<file path="src/rtl/alu_share_arbiter_if.sv">
// Bundle between the requesters, the shared ALU and alu_share_arbiter.
// slave: arbiter view; master: requester/ALU view.
interface alu_share_arbiter_if #(
    parameter int unsigned NREQ  = 4,
    parameter int unsigned WIDTH = 32
) ();
    logic [NREQ-1:0]       req;
    logic [NREQ*WIDTH-1:0] req_a;
    logic [NREQ*WIDTH-1:0] req_b;
    logic [NREQ*3-1:0]     req_op;
    logic [NREQ-1:0]       gnt;
    logic [WIDTH-1:0]      alu_a;
    logic [WIDTH-1:0]      alu_b;
    logic [2:0]            alu_op;
    logic [WIDTH-1:0]      alu_res;
    logic                  alu_zero;
    logic [NREQ-1:0]       rsp_valid;
    logic [WIDTH-1:0]      rsp_data;
    logic                  rsp_zero;
    logic                  busy;

    modport slave (
        input  req, req_a, req_b, req_op, alu_res, alu_zero,
        output gnt, alu_a, alu_b, alu_op, rsp_valid, rsp_data, rsp_zero, busy
    );

    modport master (
        output req, req_a, req_b, req_op, alu_res, alu_zero,
        input  gnt, alu_a, alu_b, alu_op, rsp_valid, rsp_data, rsp_zero, busy
    );
endinterface

</file>
<file path="src/rtl/alu_share_arbiter.sv">
// Shares one combinational ALU among NREQ requesters. A winner is picked,
// its operands/op are registered onto the ALU inputs and held ALU_LAT
// cycles, then the result is captured and returned with a one-cycle pulse.
// Define ALU_ARB_FIXED_PRIO_EN for fixed priority (lowest index wins);
// default build is round-robin.
module alu_share_arbiter #(
    parameter int unsigned NREQ    = 4,
    parameter int unsigned WIDTH   = 32,
    parameter int unsigned ALU_LAT = 1
) (
    input  logic                 clk,
    input  logic                 rst,
    alu_share_arbiter_if.slave   bus
);
    localparam int unsigned IW = (NREQ > 1) ? $clog2(NREQ) : 1;
    localparam int unsigned CW = (ALU_LAT > 1) ? $clog2(ALU_LAT) : 1;

    typedef enum logic [1:0] {IDLE, EXEC, DONE} state_t;

    state_t        state;
    logic [CW-1:0] cnt;
    logic [IW-1:0] win_c;
    logic          win_vld_c;

`ifndef ALU_ARB_FIXED_PRIO_EN
    logic [IW-1:0] rr_ptr;
    logic [IW-1:0] win_q;
`endif

    // Winner search: first requesting index, starting at rr_ptr (or 0) and wrapping.
    always_comb begin
        win_c     = '0;
        win_vld_c = 1'b0;
        for (int unsigned k = 0; k < NREQ; k++) begin
`ifdef ALU_ARB_FIXED_PRIO_EN
            if (!win_vld_c && bus.req[IW'(k)]) begin
                win_vld_c = 1'b1;
                win_c     = IW'(k);
            end
`else
            if (!win_vld_c && bus.req[IW'((32'(rr_ptr) + k) % NREQ)]) begin
                win_vld_c = 1'b1;
                win_c     = IW'((32'(rr_ptr) + k) % NREQ);
            end
`endif
        end
    end

    // Operation FSM: grant and latch operands, hold for ALU_LAT, capture, respond.
    always_ff @(posedge clk or posedge rst) begin
        if (rst) begin
            state         <= IDLE;
            cnt           <= '0;
            bus.gnt       <= '0;
            bus.rsp_valid <= '0;
            bus.alu_a     <= '0;
            bus.alu_b     <= '0;
            bus.alu_op    <= '0;
            bus.rsp_data  <= '0;
            bus.rsp_zero  <= 1'b0;
            bus.busy      <= 1'b0;
`ifndef ALU_ARB_FIXED_PRIO_EN
            rr_ptr        <= '0;
            win_q         <= '0;
`endif
        end else begin
            case (state)
                IDLE: begin
                    if (win_vld_c) begin
                        bus.gnt    <= NREQ'(1) << win_c;
                        bus.alu_a  <= bus.req_a[32'(win_c) * WIDTH +: WIDTH];
                        bus.alu_b  <= bus.req_b[32'(win_c) * WIDTH +: WIDTH];
                        bus.alu_op <= bus.req_op[32'(win_c) * 3 +: 3];
                        cnt        <= CW'(ALU_LAT - 1);
                        bus.busy   <= 1'b1;
`ifndef ALU_ARB_FIXED_PRIO_EN
                        win_q      <= win_c;
`endif
                        state      <= EXEC;
                    end
                end
                EXEC: begin
                    if (cnt != '0) begin
                        cnt <= cnt - CW'(1);
                    end else begin
                        bus.rsp_data  <= bus.alu_res;
                        bus.rsp_zero  <= bus.alu_zero;
                        bus.rsp_valid <= bus.gnt;
                        state         <= DONE;
                    end
                end
                DONE: begin
                    bus.rsp_valid <= '0;
                    bus.gnt       <= '0;
                    bus.busy      <= 1'b0;
`ifndef ALU_ARB_FIXED_PRIO_EN
                    rr_ptr        <= IW'((32'(win_q) + 1) % NREQ);
`endif
                    state         <= IDLE;
                end
                default: state <= IDLE;
            endcase
        end
    end
endmodule
</file>
<file path="src/flat_wrapper.sv">
// flat-port wrapper written by rule: the top's interface ports become plain ports
module alu_share_arbiter_flat 
#(
    parameter int unsigned NREQ    = 4,
    parameter int unsigned WIDTH   = 32,
    parameter int unsigned ALU_LAT = 1
)
  (clk, rst, bus_req, bus_req_a, bus_req_b, bus_req_op, bus_alu_res, bus_alu_zero, bus_gnt, bus_alu_a, bus_alu_b, bus_alu_op, bus_rsp_valid, bus_rsp_data, bus_rsp_zero, bus_busy);
  alu_share_arbiter_if #(.NREQ(NREQ), .WIDTH(WIDTH)) bus_i ();
  input  logic clk;
  input  logic rst;
  input wire logic [$bits(bus_i.req)-1:0] bus_req;
  input wire logic [$bits(bus_i.req_a)-1:0] bus_req_a;
  input wire logic [$bits(bus_i.req_b)-1:0] bus_req_b;
  input wire logic [$bits(bus_i.req_op)-1:0] bus_req_op;
  input wire logic [$bits(bus_i.alu_res)-1:0] bus_alu_res;
  input wire logic [$bits(bus_i.alu_zero)-1:0] bus_alu_zero;
  output wire logic [$bits(bus_i.gnt)-1:0] bus_gnt;
  output wire logic [$bits(bus_i.alu_a)-1:0] bus_alu_a;
  output wire logic [$bits(bus_i.alu_b)-1:0] bus_alu_b;
  output wire logic [$bits(bus_i.alu_op)-1:0] bus_alu_op;
  output wire logic [$bits(bus_i.rsp_valid)-1:0] bus_rsp_valid;
  output wire logic [$bits(bus_i.rsp_data)-1:0] bus_rsp_data;
  output wire logic [$bits(bus_i.rsp_zero)-1:0] bus_rsp_zero;
  output wire logic [$bits(bus_i.busy)-1:0] bus_busy;
  assign bus_i.req = bus_req;
  assign bus_i.req_a = bus_req_a;
  assign bus_i.req_b = bus_req_b;
  assign bus_i.req_op = bus_req_op;
  assign bus_i.alu_res = bus_alu_res;
  assign bus_i.alu_zero = bus_alu_zero;
  assign bus_gnt = bus_i.gnt;
  assign bus_alu_a = bus_i.alu_a;
  assign bus_alu_b = bus_i.alu_b;
  assign bus_alu_op = bus_i.alu_op;
  assign bus_rsp_valid = bus_i.rsp_valid;
  assign bus_rsp_data = bus_i.rsp_data;
  assign bus_rsp_zero = bus_i.rsp_zero;
  assign bus_busy = bus_i.busy;
  alu_share_arbiter #(.NREQ(NREQ), .WIDTH(WIDTH), .ALU_LAT(ALU_LAT)) u_core (.clk(clk), .rst(rst), .bus(bus_i));
endmodule
</file>
<file path="config.mk">
export PLATFORM = sky130hd
export DESIGN_NAME = alu_share_arbiter_flat
export DESIGN_NICKNAME = d
export VERILOG_FILES = /design/src/rtl/alu_share_arbiter_if.sv /design/src/rtl/alu_share_arbiter.sv /design/src/flat_wrapper.sv
export SDC_FILE = /design/constraint.sdc
export NUM_CORES = 1
export LEC_CHECK = 0
export ABC_AREA = 1
export CORE_AREA = 2 2 161 163
export DETAILED_ROUTE_END_ITERATION = 8
export DIE_AREA = 0 0 163 165
export PLACE_DENSITY_LB_ADDON = 0.25
export SYNTH_ARGS = -nofsm -noshare
export SYNTH_HDL_FRONTEND = slang
export SYNTH_SLANG_ARGS = --single-unit
</file>
<file path="constraint.sdc">
create_clock -name clk -period 3.9 [get_ports clk]
set_clock_uncertainty 0.15 [all_clocks]
set_input_delay 0.585 -clock clk [delete_from_list [all_inputs] [get_ports clk]]
set_output_delay 0.585 -clock clk [all_outputs]
set_load 0.01 [all_outputs]
</file>
==> flow_summary.ini <==
[drt]
wl_met3_um = 2610
dr.pass1.iters = 5
drt-met1-wl_um = 11900
top_layer_used = met5
wl_met2_um = 14000
drc = 0
ant_nets = 0
detail_route.iter0.violations = 412
vias_per_cell = 4.58
wirelength_um = 29100
dr_total_vias = 8519
wl_per_cell_um = 15.7

[global_routing]
grt_max_degree = 135
antenna_found_initial = 4
first_global_vias = 8173
grtUsageTotal_pct = 21.1
grt_pass1_wl_um = 43800
overflow = 0

[sta]
hold_viol = 0
fin_crit_sh_pct = 87.3
max_freq_ghz = 0.294
fin_crit_ns = 3.41
report.final.slew_viol_count = 0
setup_viol = 0
slew_headroom_pct = 36.9
fin_tns_setup_ns = 0
tightest_slew_ns = 0.944
rsz0062_at_grt = false

[floorplan]
io_pins = 416
start_util_pct = 29.7
die_area_sq_mm = 0.0269
core_sq_mm = 0.0250
die_h_um = 165
fp-row-count = 58
fp.dieW_um = 163

[synthesis]
synth.avg_cell_area_sq_um = 6.52
ys.flop_type = dfrtp_1
yosysSeqAreaShare_pct = 38.6
synth_edf_count = 0
synth-seq-cells = 115
ys_async_sr_fraction_pct = 100
yosys.cell_types.count = 25
synth_area_sq_mm = 0.00745
syn_inst = 1143
synthesis.nets = 1455
yosys_warnings = 0

[worst_setup_path]
crit_required_ns = 4.11
crit_start = u_core.rr_ptr[0]$_DFFE_PP0P_
path_class = register to register
cp_max_fo = 81
path_cells = inv_2, nand2_1, nand3_1, nand2_1, a21oi_1, nand2_4, buf_4, buf_4, nand3_1, nand2_1, nand2_1, nand2_1, nand2_1, nand2_1
crit_arrival_ns = 3.61
slowest_delay_ns = 0.73
cp-start-kind = register
slowest_stage = buf_4
path_common_cell = nand2_1
r2r_start = u_core.rr_ptr[0]$_DFFE_PP0P_
cp-end-kind = register

[clocking]
cts_setup_buffers = 0
clock_sinks = 115
post_cts_resized = 0
worstSkewPairLatency_ns = 0.42
cts.path.max_buffers = 2
cts_tree = yes
postCtsHoldBufs = 0
h-tree-depth = 4
cts_made_buffers = 17
root_buffer = clkbuf_16
clk_pin_slew_worst_paths_ns = 0.06

[finish]
fin_util_pct = 49.5
layout_commonest_cell = nand2_1
syn_to_final_growth_pct = 66.3
mostFrequentLayoutCells = nand2_1, clkdlybuf4s50_1, nand3_1
fin_nets = 1827
drive_above_1_share_pct = 6.15

[place]
dp_hpwl_um = 21400
numPortBuffers = 415
gp_congestion = 0.839

[power]
powerDensity_mw_per_mm2 = 984
total_leakage_power_nw = 6.18
irDropWorstVdd_uv = 778

[status]
status = complete, no violations

[worst_hold_path]
hold_class = register to register
holdCritStartpoint = u_core.bus.alu_b[11]$_DFFE_PP0P_

[run]
maxCapViolations = 0
sequential cells by signal, summed over array words and instances (netlist names):
register,flops
u_core.bus.alu_a,32
u_core.bus.alu_b,32
u_core.bus.alu_op,3
u_core.bus.busy,1
u_core.bus.gnt,4
u_core.bus.rsp_data,32
u_core.bus.rsp_valid,4
u_core.bus.rsp_zero,1
u_core.rr_ptr,2
u_core.state,2
u_core.win_q,2
stage by stage:
stage	hold WS (ns)	setup WS, ns	instance area [sq um]	instances	total power (W)
2_1_floorplan	0.323	0.121	7450	1143	0.00797
3_3_place_gp	0.311	0.218	11800	1826	0.0107
3_5_place_dp	0.314	0.217	11800	1826	0.0107
4_1_cts	0.330	0.521	12400	1858	0.0123
5_1_grt	0.350	0.175	12400	1858	0.0135
6_report	0.325	0.494	12400	1860	0.0122
layer usage:
metal / up-vias / GRT usage [%]
met4: 6 / 7.36
met3: 42 / 7.01
met2: 335 / 36.7
li1: 4316 / -
met1: 3820 / 24.2
met5: - / 0
path summary, 6_finish.rpt:
check / endpoint / slack (ns) / depth (start not counted)
max: u_core.bus.alu_op[1]$_DFFE_PP0P_ / 0.49 / 14
min: u_core.bus.alu_b[11]$_DFFE_PP0P_ / 0.33 / 2
max reg2reg: u_core.bus.alu_op[1]$_DFFE_PP0P_ / 0.49 / 14
min reg2reg: u_core.bus.alu_b[11]$_DFFE_PP0P_ / 0.33 / 2
max in group asynchronous: u_core.bus.gnt[0]$_DFFE_PP0P_ / 2.30 / 3
min in group asynchronous: u_core.bus.rsp_data[25]$_DFFE_PP0N_ / 0.55 / 2
logic make-up after synthesis:
kind of cell	count (synthesis)	share of synthesized area (%)
xor gates and xnor gates	1	0.118
AOI/OAI and AO/OA	19	1.50
and+or+nand+nor	870	46.8
adders and majority gates	5	0.840
DFF	115	38.6
buffers and inverters	100	7.07
muxes	33	4.99
final cells by class:
type	instances	area, sq um
sequential	115	2880
clock inverter	14	154
timing repair buffer	429	4350
antenna	2	5.00
clock buffer	18	429
tap	330	413
fill	2478	12700
inverter	24	92.6
multi-input combinational	928	4070
cells in the mapped netlist (all sizes together), types with 5 or more instances:
| master | count | area [sq um] |
|---|---|---|
| nor2 | 7 | 46.3 |
| ha | 5 | 62.6 |
| inv | 24 | 90.1 |
| clkbuf | 17 | 63.8 |
| nand2 | 722 | 2730 |
| nand3 | 140 | 711 |
| buf | 59 | 373 |
| mux2 | 33 | 372 |
| o21ai | 9 | 45.0 |
| dfrtp | 115 | 2880 |
| o22ai | 8 | 50.1 |
critical path, delay by kind of cell, from the launching register on:
| kind | cells | cell delay [ns] |
|---|---|---|
| compound gates | 1 | 0.09 |
| buf+inv | 3 | 1.37 |
| flops | 1 | 0.63 |
| simple gates | 10 | 0.97 |
power by group:
part	total (W)	switching, W	internal (W)
clock network	0.00156	0.000616	0.000949
registers	0.00214	0.000337	0.00180
logic	0.00848	0.00515	0.00333
(Power assumes the default switching activity.)
